File: config.mk
export PLATFORM = sky130hd
export DESIGN_NAME = hazard_ctrl_flat
export DESIGN_NICKNAME = d
export VERILOG_FILES = /design/src/rtl/hazard_ctrl_pkg.sv /design/src/rtl/hazard_ctrl_if.sv /design/src/rtl/hazard_ctrl_md_timer.sv /design/src/rtl/hazard_ctrl.sv /design/src/flat_wrapper.sv
export SDC_FILE = /design/constraint.sdc
export NUM_CORES = 1
export LEC_CHECK = 0
export CORE_MARGIN = 3
export CORE_UTILIZATION = 25
export CTS_CLUSTER_DIAMETER = 100
export CTS_CLUSTER_SIZE = 14
export DETAILED_ROUTE_END_ITERATION = 7
export GPL_TIMING_DRIVEN = 0
export HOLD_SLACK_MARGIN = 0.12
export PLACE_DENSITY = 0.6
export SLEW_MARGIN = 20
export SYNTH_ARGS = -nofsm -noshare
export SYNTH_HDL_FRONTEND = slang
export SYNTH_SLANG_ARGS = --single-unit
File: constraint.sdc
create_clock -name clk -period 2.75 [get_ports clk]
set_clock_uncertainty 0.15 [all_clocks]
set_input_delay 0.6875 -clock clk [delete_from_list [all_inputs] [get_ports clk]]
set_output_delay 0.6875 -clock clk [all_outputs]
set_load 0.02 [all_outputs]
File: src/rtl/hazard_ctrl_pkg.sv
// Shared codes for the MIPS hazard controller: result classes, Tuse values,
// forwarding selects, the shadow-stage record and small compare helpers.
package hazard_ctrl_pkg;

  localparam int MULT_CYC_DEF = 5;
  localparam int DIV_CYC_DEF  = 10;

  typedef enum logic [2:0] {
    RES_ALU = 3'd0,
    RES_DM  = 3'd1,
    RES_PC  = 3'd2,
    RES_NW  = 3'd3
  } res_e;

  typedef enum logic [1:0] {
    TUSE_D    = 2'd0,
    TUSE_E    = 2'd1,
    TUSE_M    = 2'd2,
    TUSE_NONE = 2'd3
  } tuse_e;

  typedef enum logic [1:0] {
    FWD_RF = 2'd0,
    FWD_M  = 2'd1,
    FWD_W  = 2'd2,
    FWD_E  = 2'd3
  } fwd_e;

  typedef struct packed {
    logic [4:0] wa;
    logic [1:0] tnew;
    logic [4:0] rs;
    logic [4:0] rt;
  } stage_t;

  typedef struct packed {
    stage_t e;
    logic   e_md;
    logic   e_div;
    stage_t m;
    stage_t w;
  } shadow_t;

  function automatic logic [1:0] tnew_of(logic [2:0] res);
    case (res)
      RES_ALU: return 2'd1;
      RES_DM:  return 2'd2;
      default: return 2'd0;
    endcase
  endfunction

  function automatic logic [1:0] tnew_dec(logic [1:0] t);
    return (t == 2'd0) ? 2'd0 : t - 2'd1;
  endfunction

  // A stage can supply a value only once its result exists (tnew == 0).
  function automatic logic fwd_hit(stage_t s, logic [4:0] addr);
    return (addr != 5'd0) && (s.wa == addr) && (s.tnew == 2'd0);
  endfunction

  function automatic logic src_hazard(logic [4:0] addr, logic [1:0] tuse,
                                      stage_t e, stage_t m);
    return (tuse != TUSE_NONE) && (addr != 5'd0) &&
           (((e.wa == addr) && (e.tnew > tuse)) ||
            ((m.wa == addr) && (m.tnew > tuse)));
  endfunction

endpackage

File: src/rtl/hazard_ctrl_if.sv
// Decoder <-> hazard controller bundle: D-stage tuple in, stall/forwarding out.
// The D tuple is valid every cycle; while stall is high the decoder holds the
// same tuple and E receives a bubble, so stall acts as the inverse of ready.
interface hazard_ctrl_if;
  import hazard_ctrl_pkg::*;

  logic [4:0] d_ra1;
  logic [4:0] d_ra2;
  logic [4:0] d_wa;
  logic [1:0] d_tuse_rs;
  logic [1:0] d_tuse_rt;
  logic [2:0] d_res;
  logic       d_md_start;
  logic       d_md_div;
  logic       d_md_use;

  logic       stall;
  logic [1:0] fwd_d_rs;
  logic [1:0] fwd_d_rt;
  logic [1:0] fwd_e_rs;
  logic [1:0] fwd_e_rt;
  logic       fwd_m_rt;
  logic       md_busy;

  modport master (
    output d_ra1, d_ra2, d_wa, d_tuse_rs, d_tuse_rt, d_res,
           d_md_start, d_md_div, d_md_use,
    input  stall, fwd_d_rs, fwd_d_rt, fwd_e_rs, fwd_e_rt, fwd_m_rt, md_busy
  );

  modport slave (
    input  d_ra1, d_ra2, d_wa, d_tuse_rs, d_tuse_rt, d_res,
           d_md_start, d_md_div, d_md_use,
    output stall, fwd_d_rs, fwd_d_rt, fwd_e_rs, fwd_e_rt, fwd_m_rt, md_busy
  );

endinterface

File: src/rtl/hazard_ctrl_md_timer.sv
// Multiply/divide busy window: high while an md op sits in E and for the
// configured number of cycles after it leaves.
module hazard_ctrl_md_timer
  import hazard_ctrl_pkg::*;
#(
  parameter int MULT_CYC = MULT_CYC_DEF,
  parameter int DIV_CYC  = DIV_CYC_DEF
) (
  input  logic clk,
  input  logic reset,
  input  logic e_md,
  input  logic e_div,
  output logic md_busy
);

  localparam int CNT_W = $clog2(((DIV_CYC > MULT_CYC) ? DIV_CYC : MULT_CYC) + 1);

  logic [CNT_W-1:0] cnt;

  always_ff @(posedge clk) begin
    if (reset) begin
      cnt <= '0;
    end else if (e_md) begin
      cnt <= e_div ? CNT_W'(DIV_CYC) : CNT_W'(MULT_CYC);
    end else if (cnt != '0) begin
      cnt <= cnt - CNT_W'(1);
    end
  end

  assign md_busy = e_md | (cnt != '0);

endmodule

File: src/rtl/hazard_ctrl.sv
// Hazard controller for the 5-stage MIPS core: E/M/W shadow registers,
// D-stage stall and D/E/M forwarding selects, plus the md busy window.
module hazard_ctrl
  import hazard_ctrl_pkg::*;
#(
  parameter int MULT_CYC = MULT_CYC_DEF,
  parameter int DIV_CYC  = DIV_CYC_DEF
) (
  input  logic               clk,
  input  logic               reset,
  hazard_ctrl_if.slave       hif,
  output shadow_t            dbg
);

  stage_t e_q, m_q, w_q;
  logic   e_md_q, e_div_q;
  logic   stall, md_busy;

  hazard_ctrl_md_timer #(
    .MULT_CYC (MULT_CYC),
    .DIV_CYC  (DIV_CYC)
  ) u_md_timer (
    .clk     (clk),
    .reset   (reset),
    .e_md    (e_md_q),
    .e_div   (e_div_q),
    .md_busy (md_busy)
  );

  assign stall = src_hazard(hif.d_ra1, hif.d_tuse_rs, e_q, m_q) ||
                 src_hazard(hif.d_ra2, hif.d_tuse_rt, e_q, m_q) ||
                 (hif.d_md_use && md_busy);

  // M and W keep advancing during a stall; only E swallows a bubble.
  always_ff @(posedge clk) begin
    if (reset) begin
      e_q     <= '0;
      e_md_q  <= 1'b0;
      e_div_q <= 1'b0;
      m_q     <= '0;
      w_q     <= '0;
    end else begin
      if (stall) begin
        e_q     <= '0;
        e_md_q  <= 1'b0;
        e_div_q <= 1'b0;
      end else begin
        e_q.wa   <= (hif.d_res == RES_NW) ? 5'd0 : hif.d_wa;
        e_q.tnew <= tnew_of(hif.d_res);
        e_q.rs   <= hif.d_ra1;
        e_q.rt   <= hif.d_ra2;
        e_md_q   <= hif.d_md_start;
        e_div_q  <= hif.d_md_start & hif.d_md_div;
      end
      m_q.wa   <= e_q.wa;
      m_q.tnew <= tnew_dec(e_q.tnew);
      m_q.rs   <= e_q.rs;
      m_q.rt   <= e_q.rt;
      w_q.wa   <= m_q.wa;
      w_q.tnew <= tnew_dec(m_q.tnew);
      w_q.rs   <= m_q.rs;
      w_q.rt   <= m_q.rt;
    end
  end

  always_comb begin
    hif.fwd_d_rs = FWD_RF;
    hif.fwd_d_rt = FWD_RF;
    hif.fwd_e_rs = FWD_RF;
    hif.fwd_e_rt = FWD_RF;
    if      (fwd_hit(e_q, hif.d_ra1)) hif.fwd_d_rs = FWD_E;
    else if (fwd_hit(m_q, hif.d_ra1)) hif.fwd_d_rs = FWD_M;
    else if (fwd_hit(w_q, hif.d_ra1)) hif.fwd_d_rs = FWD_W;
    if      (fwd_hit(e_q, hif.d_ra2)) hif.fwd_d_rt = FWD_E;
    else if (fwd_hit(m_q, hif.d_ra2)) hif.fwd_d_rt = FWD_M;
    else if (fwd_hit(w_q, hif.d_ra2)) hif.fwd_d_rt = FWD_W;
    if      (fwd_hit(m_q, e_q.rs)) hif.fwd_e_rs = FWD_M;
    else if (fwd_hit(w_q, e_q.rs)) hif.fwd_e_rs = FWD_W;
    if      (fwd_hit(m_q, e_q.rt)) hif.fwd_e_rt = FWD_M;
    else if (fwd_hit(w_q, e_q.rt)) hif.fwd_e_rt = FWD_W;
  end

  assign hif.fwd_m_rt = fwd_hit(w_q, m_q.rt);
  assign hif.stall    = stall;
  assign hif.md_busy  = md_busy;

  assign dbg = '{e: e_q, e_md: e_md_q, e_div: e_div_q, m: m_q, w: w_q};

endmodule

File: src/flat_wrapper.sv
// flat-port wrapper written by rule: the top's interface ports become plain ports
module hazard_ctrl_flat import hazard_ctrl_pkg::*;
#(
  parameter int MULT_CYC = MULT_CYC_DEF,
  parameter int DIV_CYC  = DIV_CYC_DEF
)
  (clk, reset, dbg, hif_d_ra1, hif_d_ra2, hif_d_wa, hif_d_tuse_rs, hif_d_tuse_rt, hif_d_res, hif_d_md_start, hif_d_md_div, hif_d_md_use, hif_stall, hif_fwd_d_rs, hif_fwd_d_rt, hif_fwd_e_rs, hif_fwd_e_rt, hif_fwd_m_rt, hif_md_busy);
  hazard_ctrl_if hif_i ();
  input  logic clk;
  input  logic reset;
  output shadow_t dbg;
  input wire logic [$bits(hif_i.d_ra1)-1:0] hif_d_ra1;
  input wire logic [$bits(hif_i.d_ra2)-1:0] hif_d_ra2;
  input wire logic [$bits(hif_i.d_wa)-1:0] hif_d_wa;
  input wire logic [$bits(hif_i.d_tuse_rs)-1:0] hif_d_tuse_rs;
  input wire logic [$bits(hif_i.d_tuse_rt)-1:0] hif_d_tuse_rt;
  input wire logic [$bits(hif_i.d_res)-1:0] hif_d_res;
  input wire logic [$bits(hif_i.d_md_start)-1:0] hif_d_md_start;
  input wire logic [$bits(hif_i.d_md_div)-1:0] hif_d_md_div;
  input wire logic [$bits(hif_i.d_md_use)-1:0] hif_d_md_use;
  output wire logic [$bits(hif_i.stall)-1:0] hif_stall;
  output wire logic [$bits(hif_i.fwd_d_rs)-1:0] hif_fwd_d_rs;
  output wire logic [$bits(hif_i.fwd_d_rt)-1:0] hif_fwd_d_rt;
  output wire logic [$bits(hif_i.fwd_e_rs)-1:0] hif_fwd_e_rs;
  output wire logic [$bits(hif_i.fwd_e_rt)-1:0] hif_fwd_e_rt;
  output wire logic [$bits(hif_i.fwd_m_rt)-1:0] hif_fwd_m_rt;
  output wire logic [$bits(hif_i.md_busy)-1:0] hif_md_busy;
  assign hif_i.d_ra1 = hif_d_ra1;
  assign hif_i.d_ra2 = hif_d_ra2;
  assign hif_i.d_wa = hif_d_wa;
  assign hif_i.d_tuse_rs = hif_d_tuse_rs;
  assign hif_i.d_tuse_rt = hif_d_tuse_rt;
  assign hif_i.d_res = hif_d_res;
  assign hif_i.d_md_start = hif_d_md_start;
  assign hif_i.d_md_div = hif_d_md_div;
  assign hif_i.d_md_use = hif_d_md_use;
  assign hif_stall = hif_i.stall;
  assign hif_fwd_d_rs = hif_i.fwd_d_rs;
  assign hif_fwd_d_rt = hif_i.fwd_d_rt;
  assign hif_fwd_e_rs = hif_i.fwd_e_rs;
  assign hif_fwd_e_rt = hif_i.fwd_e_rt;
  assign hif_fwd_m_rt = hif_i.fwd_m_rt;
  assign hif_md_busy = hif_i.md_busy;
  hazard_ctrl #(.MULT_CYC(MULT_CYC), .DIV_CYC(DIV_CYC)) u_core (.clk(clk), .reset(reset), .hif(hif_i), .dbg(dbg));
endmodule
# After elaboration in Yosys (flattened, before gate mapping)

Index checks and enable logic that the tools add are counted.
Widths: inputs -> output; s select.

Bits in registers: 57
Word-level logic and storage cells: 103
Input port bits: 27
Output and inout bits: 64

Reduce and logical (&&, ||, !) cells: 50
$add $sub $neg: 3
Muxes and demuxes: 14
Order comparisons: 4
Bitwise gates (word level): 2
Eq/ne operators: 15

Operator list:

| operator            | number |
|---|---|
| $eq 5x5->1          | 11 |
| $logic_and 1x1->1   | 31 |
| $reduce_bool 5->1   | 5 |
| $mux 2              | 10 |
| $mux 4              | 3 |
| $gt 2x2->1          | 4 |
| $logic_not 2->1     | 3 |
| $reduce_or 2->1     | 3 |
| $logic_or 1x1->1    | 4 |
| $ne 2x2->1 const B  | 2 |
| $pmux 2 s2          | 1 |
| $reduce_bool 4->1   | 1 |
| $sub 2x1->2 const B | 2 |
| $sub 4x1->4 const B | 1 |
| $eq 3x1->1 const B  | 1 |
| $eq 3x2->1 const B  | 1 |
| $logic_not 3->1     | 1 |
| $reduce_or 3->1     | 1 |
| $reduce_bool 2->1   | 1 |
| $and 1x1->1         | 1 |
| $or 1x1->1          | 1 |

# Longest topological paths before layout

Depth after elaboration: 7
Mapped depth: 9
Depth with buffers taken out: 8

# Cells and area by module

Synthesis repeated with hierarchy kept, for this count alone.

Cells, all modules: 299
Area, all modules: 2856.5 sq um

Modules (own cells, without submodules):

| module               | area each (sq um) | times used | sequential area each (sq um) | cells an instance |
|---|---|---|---|---|
| hazard_ctrl          | 2630.0            | 1          | 1061.0                       | 275 |
| hazard_ctrl_md_timer | 226.5             | 1          | 80.1                         | 24 |

# Worst setup path after synthesis

No wires, ideal clock.

Kind: input-to-output
From: input hif_d_ra2[0]
To: output hif_stall
Required time: 1.913 ns
Setup slack: -0.123 ns
Path buffers: 1
Arrival: 2.035 ns
Stages: 7
Path through: or4_1 > nor2_2 > a21oi_1 > nand3_1 > nand2_1 > buf_2 > or2_1

Word-level cells in the longest chain between the ends: 6
Elaborated cells between the ends (all ways): 10
Classes of those cells: eq/ne: 2; reduce/logical: 8

RTL lines:

| item                                        | line                                         | text |
|---|---|---|
| from (decl)                                 | flat_wrapper.sv:13                           | `input wire logic [$bits(hif_i.d_ra2)-1:0] hif_d_ra2;` |
| $eq 5x5->1, on equally long branches        | hazard_ctrl_pkg.sv:64, hazard_ctrl_pkg.sv:65 |  |
| $logic_and 1x1->1, on equally long branches | hazard_ctrl_pkg.sv:64, hazard_ctrl_pkg.sv:65 |  |
| $logic_or 1x1->1                            | hazard_ctrl_pkg.sv:64                        | `(((e.wa == addr) && (e.tnew > tuse)) \|\|` |
| $logic_and 1x1->1 (*)                       | hazard_ctrl_pkg.sv:63                        | `return (tuse != TUSE_NONE) && (addr != 5'd0) &&` |
| $logic_or 1x1->1 (*)                        | hazard_ctrl.sv:30                            | `assign stall = src_hazard(hif.d_ra1, hif.d_tuse_rs, e_q, m_q) \|\|` |
| $logic_or 1x1->1 (*)                        | hazard_ctrl.sv:31                            | `src_hazard(hif.d_ra2, hif.d_tuse_rt, e_q, m_q) \|\|` |
| to (decl)                                   | flat_wrapper.sv:21                           | `output wire logic [$bits(hif_i.stall)-1:0] hif_stall;` |

Every way passes the cells marked *; elsewhere a longest branch is shown, timed or not.

# Final worst setup path

From: input hif_d_ra1[2]
To: output hif_stall

Word-level cells in the longest chain between the ends: 6
Elaborated cells between the ends (all ways): 10
Classes of those cells: eq/ne: 2; reduce/logical: 8

RTL lines:

| item                                        | line                                         | text |
|---|---|---|
| from (decl)                                 | flat_wrapper.sv:12                           | `input wire logic [$bits(hif_i.d_ra1)-1:0] hif_d_ra1;` |
| $eq 5x5->1, on equally long branches        | hazard_ctrl_pkg.sv:64, hazard_ctrl_pkg.sv:65 |  |
| $logic_and 1x1->1, on equally long branches | hazard_ctrl_pkg.sv:64, hazard_ctrl_pkg.sv:65 |  |
| $logic_or 1x1->1                            | hazard_ctrl_pkg.sv:64                        |  |
| $logic_and 1x1->1 (*)                       | hazard_ctrl_pkg.sv:63                        |  |
| $logic_or 1x1->1 (*)                        | hazard_ctrl.sv:30                            |  |
| $logic_or 1x1->1 (*)                        | hazard_ctrl.sv:31                            |  |

Marks and branches as above.

==> qor_table.md <==
| Result | Value | Unit |
|:---|:---|:---|
| Async set or reset register ratio after synthesis | 0 | % |
| Outcome | finished, violations left | - |
| Count of mapped cells out of synthesis | 300 | - |
| Filler cell count | 1073 | - |
| Most frequent cell after synthesis | sky130_fd_sc_hd__dfxtp_1 | - |
| Final min period | 3002 | ps |
| Clock insertion delay at the later pin of the skew report | 330 | ps |
| Library cell with the largest summed area after synthesis | sky130_fd_sc_hd__dfxtp_1 | - |
| Routed WL per cell | 16.47 | um |
| Drt via density | 4.556 | - |
| Fmax | 333.1 | MHz |
| Portion of synthesized cell area occupied by the leading cell type | 40.25 | % |
| First-pass iteration count of the detailed router | 4 | - |
| Setup_tns | -264.0 | ps |
| CP startpoint kind | input port | - |
| CTS tree | yes | - |
| Setup slack of the worst register-to-register path | 630 | ps |
| Commonest cells in the synthesized netlist | 57 x sky130_fd_sc_hd__dfxtp_1, 31 x sky130_fd_sc_hd__xnor2_1, 30 x sky130_fd_sc_hd__nor2b_1 | - |
| Maximum number of pins on one net before global-route repair | 13 | - |
| Synthesized flop and latch total | 57 | - |
| Chip Width | 112.5 | um |
| Worst-case setup margin in the final layout | -252.2 | ps |
| Worst Path Class, Setup | in2out | - |
| Total of endpoints with negative setup slack in the final report | 4 | - |
| Total count of max-transition violations in the final report | 0 | - |
| # port buffers | 90 | - |
| Iter 0 DRT Violations | 115 | - |
| Worst Hold Slack | 304.8 | ps |
| Clock transition at the registers of the reported paths | 50 | ps |
| Part of the power in registers | 30.8 | % |
| Internal power consumption | 2.316 | mW |
| Total standard cell area after synthesis | 0.002835 | mm^2 |
| DRC violations left | 0 | - |
| Initial core utilization | 25.81 | % |
| # rows | 38 | - |
| Initial antenna violation count | 0 | - |
| Setup repair after global routing missed its margin | yes | - |
| Main flop type after synthesis | sky130_fd_sc_hd__dfxtp_1 | - |
| Part of the total power dissipated in the clock network | 38.8 | % |
| Final HPWL DP | 6.433 | mm |
| Final core occ | 41.42 | % |
| Switching part of the total | 31.56 | % |
| Total number of H-tree levels | 3 | - |
| Diodes inserted | 0 | - |
| Unique cell type count in the Yosys netlist | 31 | - |
| Vias in the first global route | 2552 | - |
| Met1 track utilization from global routing | 16.79 | % |
| Violated checks | negative setup slack | - |
| GRT Util Overall | 13.92 | % |
| Area of combinational cells with multiple inputs | 0.001778 | mm^2 |
| Final critical-path share of the clock period | 109.2 | % |
| Static leakage power | 1.784 | nW |
| Clock Sinks | 57 | - |
| Met2 Use GR | 22.69 | % |
| Total grt overflow | 0 | - |
| Nets | 443 | - |
| Global-route wire length before repair | 13.74 | mm |
| Number of vias in the routed layout | 2501 | - |
| Syn_nets | 339 | - |
| Inserted Clock Buffers | 9 | - |
| Overall die area | 0.01266 | mm^2 |
| Data arrival, critical path | 2160 | ps |
| Worst setup EP type | output pin | - |
| R2r worst-path depth | 9 | - |
| Sequential cell area | 0.001159 | mm^2 |
| Overall routed net length | 9.041 | mm |
| Top Usage Layer GRT | met2 | - |
| Max Root-Sink Buffers | 2 | - |
| P per Cell Area | 743.7 | mW/mm^2 |
| Fraction of power consumed by combinational cells | 30.4 | % |
| Cell Count Post-Placement | 530 | - |
| Clock root cell | sky130_fd_sc_hd__clkbuf_16 | - |
| Placeable core area | 0.01098 | mm^2 |
| Global routing met3 resource utilization | 5.283 | % |
| Worst-path maximum fanout | 5 | - |
| Number of maximum-capacitance constraint violations | 0 | - |
| Routability cong. | 0.8037 | - |
| IR drop worst, VDD | 0.0004077 | V |
| Sequential cell area fraction in the yosys report | 40.25 | % |
| Reported net switching power | 1.068 | mW |
| Top cells by area, synth | sky130_fd_sc_hd__dfxtp_1 40%, sky130_fd_sc_hd__xnor2_1 9.6%, sky130_fd_sc_hd__xor2_1 7.7% | - |
| Vert. Die Dim | 112.5 | um |
| Slew headroom | 48.92 | % |
| Critical Path RT | 1910 | ps |
| Number of endpoints with negative hold slack in the final report | 0 | - |
| Fraction of layout cells with a size suffix above 1 | 29.10 | % |
| Worst min-delay path class | reg2reg | - |
| Layout Area Growth over Synthesis | 60.46 | % |
| Slew at the pin with the worst max-slew slack | 766.2 | ps |
| Number of synthesized flops with an enable pin | 0 | - |
| Synthesized area divided by synthesized cell count | 9.451 | um^2 |
| Hold Crit Depth | 1 | - |
| Number of top-level pins | 91 | - |
| Number of standard cells in the final layout excluding fillers | 549 | - |
| Antenna-violating nets left | 0 | - |
| Yosys warning total | 0 | - |
-- sequential cells by signal, indices dropped and copies added (netlist names) --
register / cells
u_core.u_md_timer.cnt: 4
u_core.dbg: 51
u_core.e_div_q: 1
u_core.e_md_q: 1
-- power by group through the flow --
| stage | logic (mW) | registers (mW) | clock network [mW] |
|---|---|---|---|
| 6_report | 1.03 | 1.04 | 1.31 |
| 5_1_grt | 1.10 | 1.06 | 1.37 |
| 4_1_cts | 0.936 | 1.03 | 1.34 |
| 3_5_place_dp | 0.933 | 1.03 | 0 |
| 3_3_place_gp | 0.915 | 1.02 | 0 |
| 2_1_floorplan | 0.512 | 1.07 | 0 |
-- layout by cell type (no fill, tap or decap), types with 9 or more instances in the layout --
cell / synthesis / layout
sky130_fd_sc_hd__clkdlybuf4s50_1: 0 / 65
sky130_fd_sc_hd__dfxtp_1: 57 / 47
sky130_fd_sc_hd__nor2b_1: 30 / 30
sky130_fd_sc_hd__xnor2_1: 31 / 27
sky130_fd_sc_hd__xor2_1: 25 / 25
sky130_fd_sc_hd__buf_4: 3 / 23
sky130_fd_sc_hd__inv_1: 14 / 12
sky130_fd_sc_hd__nor3_1: 14 / 10
sky130_fd_sc_hd__nor4b_2: 10 / 10
sky130_fd_sc_hd__ha_1: 12 / 10
sky130_fd_sc_hd__clkbuf_16: 0 / 9
-- kinds of logic after synthesis --
group	count (synthesis)	share of synthesized area, %
and+or+nand+nor	118	27.54
DFF	57	40.25
buffers and inverters	36	5.516
AOI/OAI and AO/OA	21	4.104
xor gates and xnor gates	56	17.30
adders and majority gates	12	5.296
-- cell type report --
cell class / instances / share of cell area, %
clock buffers: 9 / 4.950
inverters: 14 / 1.155
plain buffers: 10 / 1.100
repair buffers: 105 / 21.64
multi-input cells: 207 / 39.08
clock inverters: 7 / 2.750
flip-flops and latches: 57 / 25.47
well taps: 140 / 3.850
-- critical path, stage by stage --
cell,delay [ps]
sky130_fd_sc_hd__buf_12,110
sky130_fd_sc_hd__or4_4,540
sky130_fd_sc_hd__nor2_4,150
sky130_fd_sc_hd__a21oi_2,50
sky130_fd_sc_hd__nand3_1,100
sky130_fd_sc_hd__nand3_2,130
sky130_fd_sc_hd__or2_4,250
sky130_fd_sc_hd__buf_6,130
-- final timing paths --
path | start | end
setup reg to reg | u_core.u_md_timer.cnt[0]$_SDFFE_PP0N_ | u_core.dbg[38]$_SDFF_PP0_
hold reg to reg | u_core.dbg[27]$_SDFF_PP0_ | u_core.dbg[10]$_SDFF_PP0_
hold / removal | u_core.dbg[27]$_SDFF_PP0_ | u_core.dbg[10]$_SDFF_PP0_
setup / recovery | hif_d_ra1[2] | hif_stall
-- stage by stage --
| step | power [mW] | area [um^2] | setup WS (ps) |
|---|---|---|---|
| after floorplan | 1.584 | 2869 | -55.77 |
| after global placement | 1.939 | 3945 | -1269 |
| after detailed placement | 1.959 | 3945 | -1257 |
| after CTS | 3.306 | 4337 | -278.3 |
| after global routing | 3.535 | 4549 | -265.2 |
| final | 3.383 | 4549 | -252.2 |
-- per-layer routing --
| metal | part of all wire, % | vias up |
|---|---|---|
| met2 | 48 | 97 |
| met5 | 0 | - |
| met1 | 43 | 1161 |
| met4 | 1.1 | 0 |
| li1 | - | 1233 |
| met3 | 8.0 | 10 |
-- repair_timing --
| action | CTS | global route |
|---|---|---|
| setup endpoints to repair | 11 | 9 |
| resized for setup | 117 | 46 |
| buffers inserted | 5 | 10 |
| pin swaps | 13 | 21 |
| hold buffers | 0 | 0 |
Note: power is estimated with default switching activity, not from simulation.
